--- config.mk ---
export PLATFORM = sky130hd
export DESIGN_NAME = pipe_stall_ctrl_flat
export DESIGN_NICKNAME = d
export VERILOG_FILES = /design/src/rtl/pipe_stall_ctrl_if.sv /design/src/rtl/pipe_stall_ctrl.sv /design/src/flat_wrapper.sv
export SDC_FILE = /design/constraint.sdc
export NUM_CORES = 1
export LEC_CHECK = 0
export CORE_ASPECT_RATIO = 2
export CORE_MARGIN = 4
export CORE_UTILIZATION = 40
export CTS_CLUSTER_DIAMETER = 40
export DETAILED_ROUTE_END_ITERATION = 12
export PLACE_DENSITY_LB_ADDON = 0.08
export RECOVER_POWER = 25
export REMOVE_ABC_BUFFERS = 1
export SETUP_SLACK_MARGIN = 0.2
export SLEW_MARGIN = 30
export SYNTH_ARGS = -nofsm -noshare
export SYNTH_HDL_FRONTEND = slang
export SYNTH_SLANG_ARGS = --single-unit
--- constraint.sdc ---
create_clock -name clk -period 2.8 [get_ports clk]
set_clock_uncertainty 0.15 [all_clocks]
set_input_delay 0.56 -clock clk [delete_from_list [all_inputs] [get_ports clk]]
set_output_delay 0.56 -clock clk [all_outputs]
set_load 0.01 [all_outputs]
--- src/rtl/pipe_stall_ctrl_if.sv ---
// pipe_stall_ctrl_if: request/control bundle between the pipeline stages and the stall controller
interface pipe_stall_ctrl_if #(parameter int CNT_W = 5, parameter int PERF_W = 32);
  logic stallreq_id;
  logic ex_mc_req;
  logic [CNT_W-1:0] ex_mc_len;
  logic stallreq_mem;
  logic excpt_i;
  logic [31:0] excpt_pc_i;
  logic [5:0] stall_o;
  logic flush_o;
  logic [31:0] new_pc_o;
  logic ex_mc_done_o;
  logic busy_o;
  logic [PERF_W-1:0] stall_cnt_o;
  modport master (
    output stallreq_id, ex_mc_req, ex_mc_len, stallreq_mem, excpt_i, excpt_pc_i,
    input stall_o, flush_o, new_pc_o, ex_mc_done_o, busy_o, stall_cnt_o
  );
  modport slave (
    input stallreq_id, ex_mc_req, ex_mc_len, stallreq_mem, excpt_i, excpt_pc_i,
    output stall_o, flush_o, new_pc_o, ex_mc_done_o, busy_o, stall_cnt_o
  );
endinterface

--- src/rtl/pipe_stall_ctrl.sv ---
// pipe_stall_ctrl: merges ID/EX/MEM stalls and exception flushes into per-stage pipeline control
module pipe_stall_ctrl #(parameter int CNT_W = 5, parameter int PERF_W = 32) (
  input logic clk,
  input logic rst,
  pipe_stall_ctrl_if.slave bus
);
  typedef enum logic {IDLE, EX_WAIT} state_t;
  state_t state;
  logic [CNT_W-1:0] cnt;
  logic [PERF_W-1:0] perf;
  logic start, ex_stall, done, flush;
  logic [5:0] stall;
  always_comb begin
    flush = !rst && bus.excpt_i;
    start = state == IDLE && bus.ex_mc_req && bus.ex_mc_len != '0;
    ex_stall = start || (state == EX_WAIT && cnt != '0);
    done = !rst && !bus.excpt_i && !bus.stallreq_mem && state == EX_WAIT && cnt == '0;
    stall = (rst || bus.excpt_i) ? 6'b000000 :
            bus.stallreq_mem ? 6'b011111 :
            ex_stall ? 6'b001111 :
            bus.stallreq_id ? 6'b000111 : 6'b000000;
  end
  assign bus.stall_o = stall;
  assign bus.flush_o = flush;
  assign bus.new_pc_o = flush ? bus.excpt_pc_i : 32'h0;
  assign bus.ex_mc_done_o = done;
  assign bus.busy_o = !rst && state == EX_WAIT;
  assign bus.stall_cnt_o = rst ? '0 : perf;
  always_ff @(posedge clk) begin
    if (rst) begin
      state <= IDLE;
      cnt <= '0;
      perf <= '0;
    end else begin
      if (stall[0] && perf != '1) perf <= perf + 1'b1;
      if (bus.excpt_i) begin
        state <= IDLE;
        cnt <= '0;
      end else if (start) begin
        state <= EX_WAIT;
        cnt <= bus.ex_mc_len - 1'b1;
      end else if (state == EX_WAIT && cnt != '0) begin
        cnt <= cnt - 1'b1;
      end else if (done) begin
        state <= IDLE;
      end
    end
  end
endmodule

--- src/flat_wrapper.sv ---
// flat-port wrapper written by rule: the top's interface ports become plain ports
module pipe_stall_ctrl_flat 
#(parameter int CNT_W = 5, parameter int PERF_W = 32)
  (clk, rst, bus_stallreq_id, bus_ex_mc_req, bus_ex_mc_len, bus_stallreq_mem, bus_excpt_i, bus_excpt_pc_i, bus_stall_o, bus_flush_o, bus_new_pc_o, bus_ex_mc_done_o, bus_busy_o, bus_stall_cnt_o);
  pipe_stall_ctrl_if #(.CNT_W(CNT_W), .PERF_W(PERF_W)) bus_i ();
  input logic clk;
  input logic rst;
  input wire logic [$bits(bus_i.stallreq_id)-1:0] bus_stallreq_id;
  input wire logic [$bits(bus_i.ex_mc_req)-1:0] bus_ex_mc_req;
  input wire logic [$bits(bus_i.ex_mc_len)-1:0] bus_ex_mc_len;
  input wire logic [$bits(bus_i.stallreq_mem)-1:0] bus_stallreq_mem;
  input wire logic [$bits(bus_i.excpt_i)-1:0] bus_excpt_i;
  input wire logic [$bits(bus_i.excpt_pc_i)-1:0] bus_excpt_pc_i;
  output wire logic [$bits(bus_i.stall_o)-1:0] bus_stall_o;
  output wire logic [$bits(bus_i.flush_o)-1:0] bus_flush_o;
  output wire logic [$bits(bus_i.new_pc_o)-1:0] bus_new_pc_o;
  output wire logic [$bits(bus_i.ex_mc_done_o)-1:0] bus_ex_mc_done_o;
  output wire logic [$bits(bus_i.busy_o)-1:0] bus_busy_o;
  output wire logic [$bits(bus_i.stall_cnt_o)-1:0] bus_stall_cnt_o;
  assign bus_i.stallreq_id = bus_stallreq_id;
  assign bus_i.ex_mc_req = bus_ex_mc_req;
  assign bus_i.ex_mc_len = bus_ex_mc_len;
  assign bus_i.stallreq_mem = bus_stallreq_mem;
  assign bus_i.excpt_i = bus_excpt_i;
  assign bus_i.excpt_pc_i = bus_excpt_pc_i;
  assign bus_stall_o = bus_i.stall_o;
  assign bus_flush_o = bus_i.flush_o;
  assign bus_new_pc_o = bus_i.new_pc_o;
  assign bus_ex_mc_done_o = bus_i.ex_mc_done_o;
  assign bus_busy_o = bus_i.busy_o;
  assign bus_stall_cnt_o = bus_i.stall_cnt_o;
  pipe_stall_ctrl #(.CNT_W(CNT_W), .PERF_W(PERF_W)) u_core (.clk(clk), .rst(rst), .bus(bus_i));
endmodule
==> tab_implementation.tex <==
\begin{tabular}{lr}
\hline
Metric & Value \\
\hline
\multicolumn{2}{l}{\textbf{Route}} \\
\quad Number of violations reported at the end of detailed-routing iteration 0 & 91 \\
\quad Detailed Route WL & 9200 um \\
\quad Remaining antenna violation count after routing & 0 \\
\quad Via density per instance & 5.443 \\
\quad Via count & 3,130 \\
\quad DR WL/cell & 16.00 um \\
\quad Detailed-route DRC error count & 0 \\
\quad Number of optimization iterations in the first detailed-route pass & 6 \\
\multicolumn{2}{l}{\textbf{Timing}} \\
\quad Unrepaired setup endpoints after global routing & true \\
\quad Upper clock frequency limit & 0.3812 GHz \\
\quad Pin slew with the least headroom to its limit & 0.5356 ns \\
\quad Slew Limit Fails & 0 \\
\quad Min Tclk post-route & 2.623 ns \\
\quad Worst-case setup margin in the final layout & 0.1767 ns \\
\quad Sum of negative setup slack & 0 ns \\
\quad Tightest hold margin & 0.3484 ns \\
\quad Hold Vio Cnt, Final & 0 \\
\quad Share of the clock period used by the worst path after layout & 93.69\% \\
\quad Worst relative slew slack & 63.73\% \\
\quad Setup violators final & 0 \\
\multicolumn{2}{l}{\textbf{Floorplanning}} \\
\quad Number of core rows & 41 \\
\quad Count of boundary I/O pins & 116 \\
\quad Die W & 65.38 um \\
\quad Area of the core region & 6361 um2 \\
\quad Effective utilization at floorplan & 41.40\% \\
\quad Die outline height & 122.8 um \\
\quad Area of the die & 8025 um2 \\
\multicolumn{2}{l}{\textbf{GRT}} \\
\quad Grt total ovfl & 0 \\
\quad Pin count of the biggest net entering global routing & 34 \\
\quad Number of antenna violations at the first check in global routing & 0 \\
\quad Via count of the first global-routing pass & 3,048 \\
\quad Total routing resource utilization after global routing & 23.76\% \\
\quad Global-route wire length before repair & 14,630 um \\
\multicolumn{2}{l}{\textbf{Flow run}} \\
\quad Max-Cap Viols & 0 \\
\multicolumn{2}{l}{\textbf{Worst setup path}} \\
\quad Setup slack on the worst flop-to-flop path & 0.29 ns \\
\quad Critical Path Source & bus\_ex\_mc\_req \\
\quad Largest fanout on the critical path & 6 \\
\quad Capturing element type of the critical path & output pin \\
\quad Data required time at the worst endpoint & 2.09 ns \\
\quad Arrival time of the worst setup path & 1.91 ns \\
\quad Critical path start-end classification & input port to output pin \\
\quad Depth of the most critical reg-to-reg path & 6 \\
\quad Reg-to-reg critical path startpoint & u\_core.perf[0]\$\_SDFFE\_PP0P\_ \\
\quad Critical path startpoint category & input port \\
\quad End point of the critical path & bus\_stall\_o[3] \\
\quad Endpoint of the lowest-slack register-to-register path & u\_core.perf[2]\$\_SDFFE\_PP0P\_ \\
\multicolumn{2}{l}{\textbf{Logic synthesis}} \\
\quad Number of synthesized register bits & 38 \\
\quad Post-synthesis area per instance & 7.656 um2 \\
\quad Part of the Yosys area used for sequential elements & 28.88\% \\
\quad Count of mapped cells out of synthesis & 344 \\
\quad Post-synthesis cell type count & 49 \\
\quad Dominant synthesized flop cell & sky130\_fd\_sc\_hd\_\_dfxtp\_1 \\
\quad Async SR Flop Fraction & 0\% \\
\quad Yosys warns & 0 \\
\quad Post-Synthesis Cell Area & 2634 um2 \\
\quad Count of flip-flops with a built-in enable after synthesis & 0 \\
\multicolumn{2}{l}{\textbf{Clock network}} \\
\quad TritonCTS Sinks & 38 \\
\quad Clock slew at reported path FFs & 0.06 ns \\
\quad Htree depth & 2 \\
\quad Clock buffer depth & 2 \\
\quad TritonCTS clock tree & built \\
\quad Buffer type at the clock tree root & sky130\_fd\_sc\_hd\_\_clkbuf\_16 \\
\quad Skew-Pair Late Insertion Delay & 0.29 ns \\
\quad TritonCTS buffer count & 5 \\
\multicolumn{2}{l}{\textbf{Place}} \\
\quad HPWL Detailed & 7348 um \\
\quad Total instance count after detailed placement & 563 \\
\quad Standard cell area after detailed placement & 4084 um2 \\
\quad Port Buffer Count & 114 \\
\quad Place WS & -0.2254 ns \\
\quad Routability congestion estimate from global placement & 0.8752 \\
\multicolumn{2}{l}{\textbf{Cells and area}} \\
\quad Layout cell share with drive strength beyond 1 & 20.45\% \\
\quad Final Net Count & 533 \\
\quad Post-layout instance area & 4338 um2 \\
\quad Layout-stage area growth over the synthesis result & 64.70\% \\
\quad Final non-filler cell total & 575 \\
\quad Count of inserted antenna diode cells & 0 \\
\quad Utilization after layout & 68.19\% \\
\multicolumn{2}{l}{\textbf{Power and ir drop}} \\
\quad Total power after layout & 1.614 mW \\
\quad Leakage & 1.683 nW \\
\quad Worst-case vdd ir drop & 0.5106 mV \\
\quad Power density of the placed cells & 372.0 nW/um2 \\
\multicolumn{2}{l}{\textbf{Hold path}} \\
\quad Type of the tightest min-delay check & register to register \\
\multicolumn{2}{l}{\textbf{Run status}} \\
\quad Status & completed \\
\hline
\end{tabular}
==> sequential cells by signal, summed over array words and instances (netlist names) <==
register,flops
u_core.cnt,5
u_core.state,1
u_core.perf,32
==> worst min path at each step <==
stage / cells after the start / from / end / slack [ns]
2_1_floorplan: 2 / u_core.perf[31]$_SDFFE_PP0P_ / u_core.perf[31]$_SDFFE_PP0P_ / 0.30
3_3_place_gp: 2 / u_core.cnt[0]$_SDFFE_PP0P_ / u_core.cnt[0]$_SDFFE_PP0P_ / 0.32
3_5_place_dp: 2 / u_core.cnt[0]$_SDFFE_PP0P_ / u_core.cnt[0]$_SDFFE_PP0P_ / 0.33
4_1_cts: 1 / u_core.perf[4]$_SDFFE_PP0P_ / u_core.perf[4]$_SDFFE_PP0P_ / 0.35
5_1_grt: 1 / u_core.perf[4]$_SDFFE_PP0P_ / u_core.perf[4]$_SDFFE_PP0P_ / 0.37
6_report: 2 / u_core.cnt[0]$_SDFFE_PP0P_ / u_core.cnt[0]$_SDFFE_PP0P_ / 0.35
==> worst max-delay path: stages <==
cell	delay, ns
sky130_fd_sc_hd__dlygate4sd3_1	0.61
sky130_fd_sc_hd__nand2b_4	0.11
sky130_fd_sc_hd__a21o_1	0.17
sky130_fd_sc_hd__nand2_1	0.08
sky130_fd_sc_hd__nor2_1	0.05
sky130_fd_sc_hd__nor2_1	0.07
sky130_fd_sc_hd__dlygate4sd2_1	0.27
==> final cells by class <==
cell class                 instances  area (um2)
clock buffer                       6       138.9
clock inverter                     2       60.06
fill                             598        2023
inverter                           9       33.78
multi-input combinational        279        1837
sequential                        38       763.2
tap                               86       107.6
timing repair buffer             155        1398
==> synthesized netlist by cell type, drive strengths merged (2+ instances only) <==
cell / n / area share (%)
dfxtp: 38 / 29
nor2: 36 / 5.2
and2: 34 / 8.1
nor2b: 30 / 7.1
nand2: 25 / 3.6
a21oi: 18 / 3.7
mux2: 18 / 7.7
o31ai: 14 / 4.7
nand3: 13 / 2.5
nor4: 13 / 3.1
or4: 13 / 3.7
nand4: 10 / 2.6
nor3: 10 / 1.9
o21ai: 10 / 1.9
buf: 9 / 1.9
clkbuf: 9 / 1.3
inv: 9 / 1.3
or3: 5 / 1.2
o211ai: 4 / 1.1
nand2b: 3 / 0.71
or2: 3 / 0.71
ha: 2 / 0.95
mux2i: 2 / 0.76
o311ai: 2 / 0.95
or4b: 2 / 0.90
==> cells by family (layout without fill, tap and decap cells) <==
logic type / count (synthesis) / after routing / synth area share, %
buffers and inverters: 27 / 172 / 4.465
other: 1 / 1 / 0.1424
xor gates and xnor gates: 1 / 1 / 0.3326
and+or+nand+nor: 199 / 199 / 41.90
muxes: 20 / 20 / 8.456
AOI/OAI and AO/OA: 56 / 56 / 14.87
DFF: 38 / 38 / 28.88
adders and majority gates: 2 / 2 / 0.9500
==> per-layer routing <==
layer	GRT usage, %	wire (um)	up-vias
li1	-	-	1524
met3	4.762	523	34
met4	15.32	510	0
met2	46.03	5173	118
met5	0	0	-
met1	21.24	2992	1454
==> power by group <==
part           switching, mW  internal [mW]  total (mW)
Combinational          0.128          0.154       0.282
Sequential           0.00868          0.549       0.558
Clock                  0.239          0.535       0.774
==> repair_timing <==
| action | 4_1_cts | 5_1_grt |
|---|---|---|
| pin swaps | 3 | 5 |
| setup endpoints to repair | 40 | 52 |
| hold buffers | 0 | 0 |
| gates cloned | 0 | 0 |
| endpoints found under the hold margin | 0 | 0 |
| buffers inserted | 4 | 0 |
| gates resized for setup | 68 | 20 |
==> cells in the final DEF (no fill, tap or decap), drive strengths merged, types with 13 or more instances in the layout <==
master | Yosys | final
nand3 | 13 | 13
nor2 | 36 | 36
a21oi | 18 | 18
and2 | 34 | 34
nor4 | 13 | 13
nand2 | 25 | 25
dlygate4sd2 | 0 | 34
o31ai | 14 | 14
buf | 9 | 44
clkdlybuf4s50 | 0 | 69
nor2b | 30 | 30
mux2 | 18 | 18
dfxtp | 38 | 38
or4 | 13 | 13
Note: power is estimated with default switching activity, not from simulation.
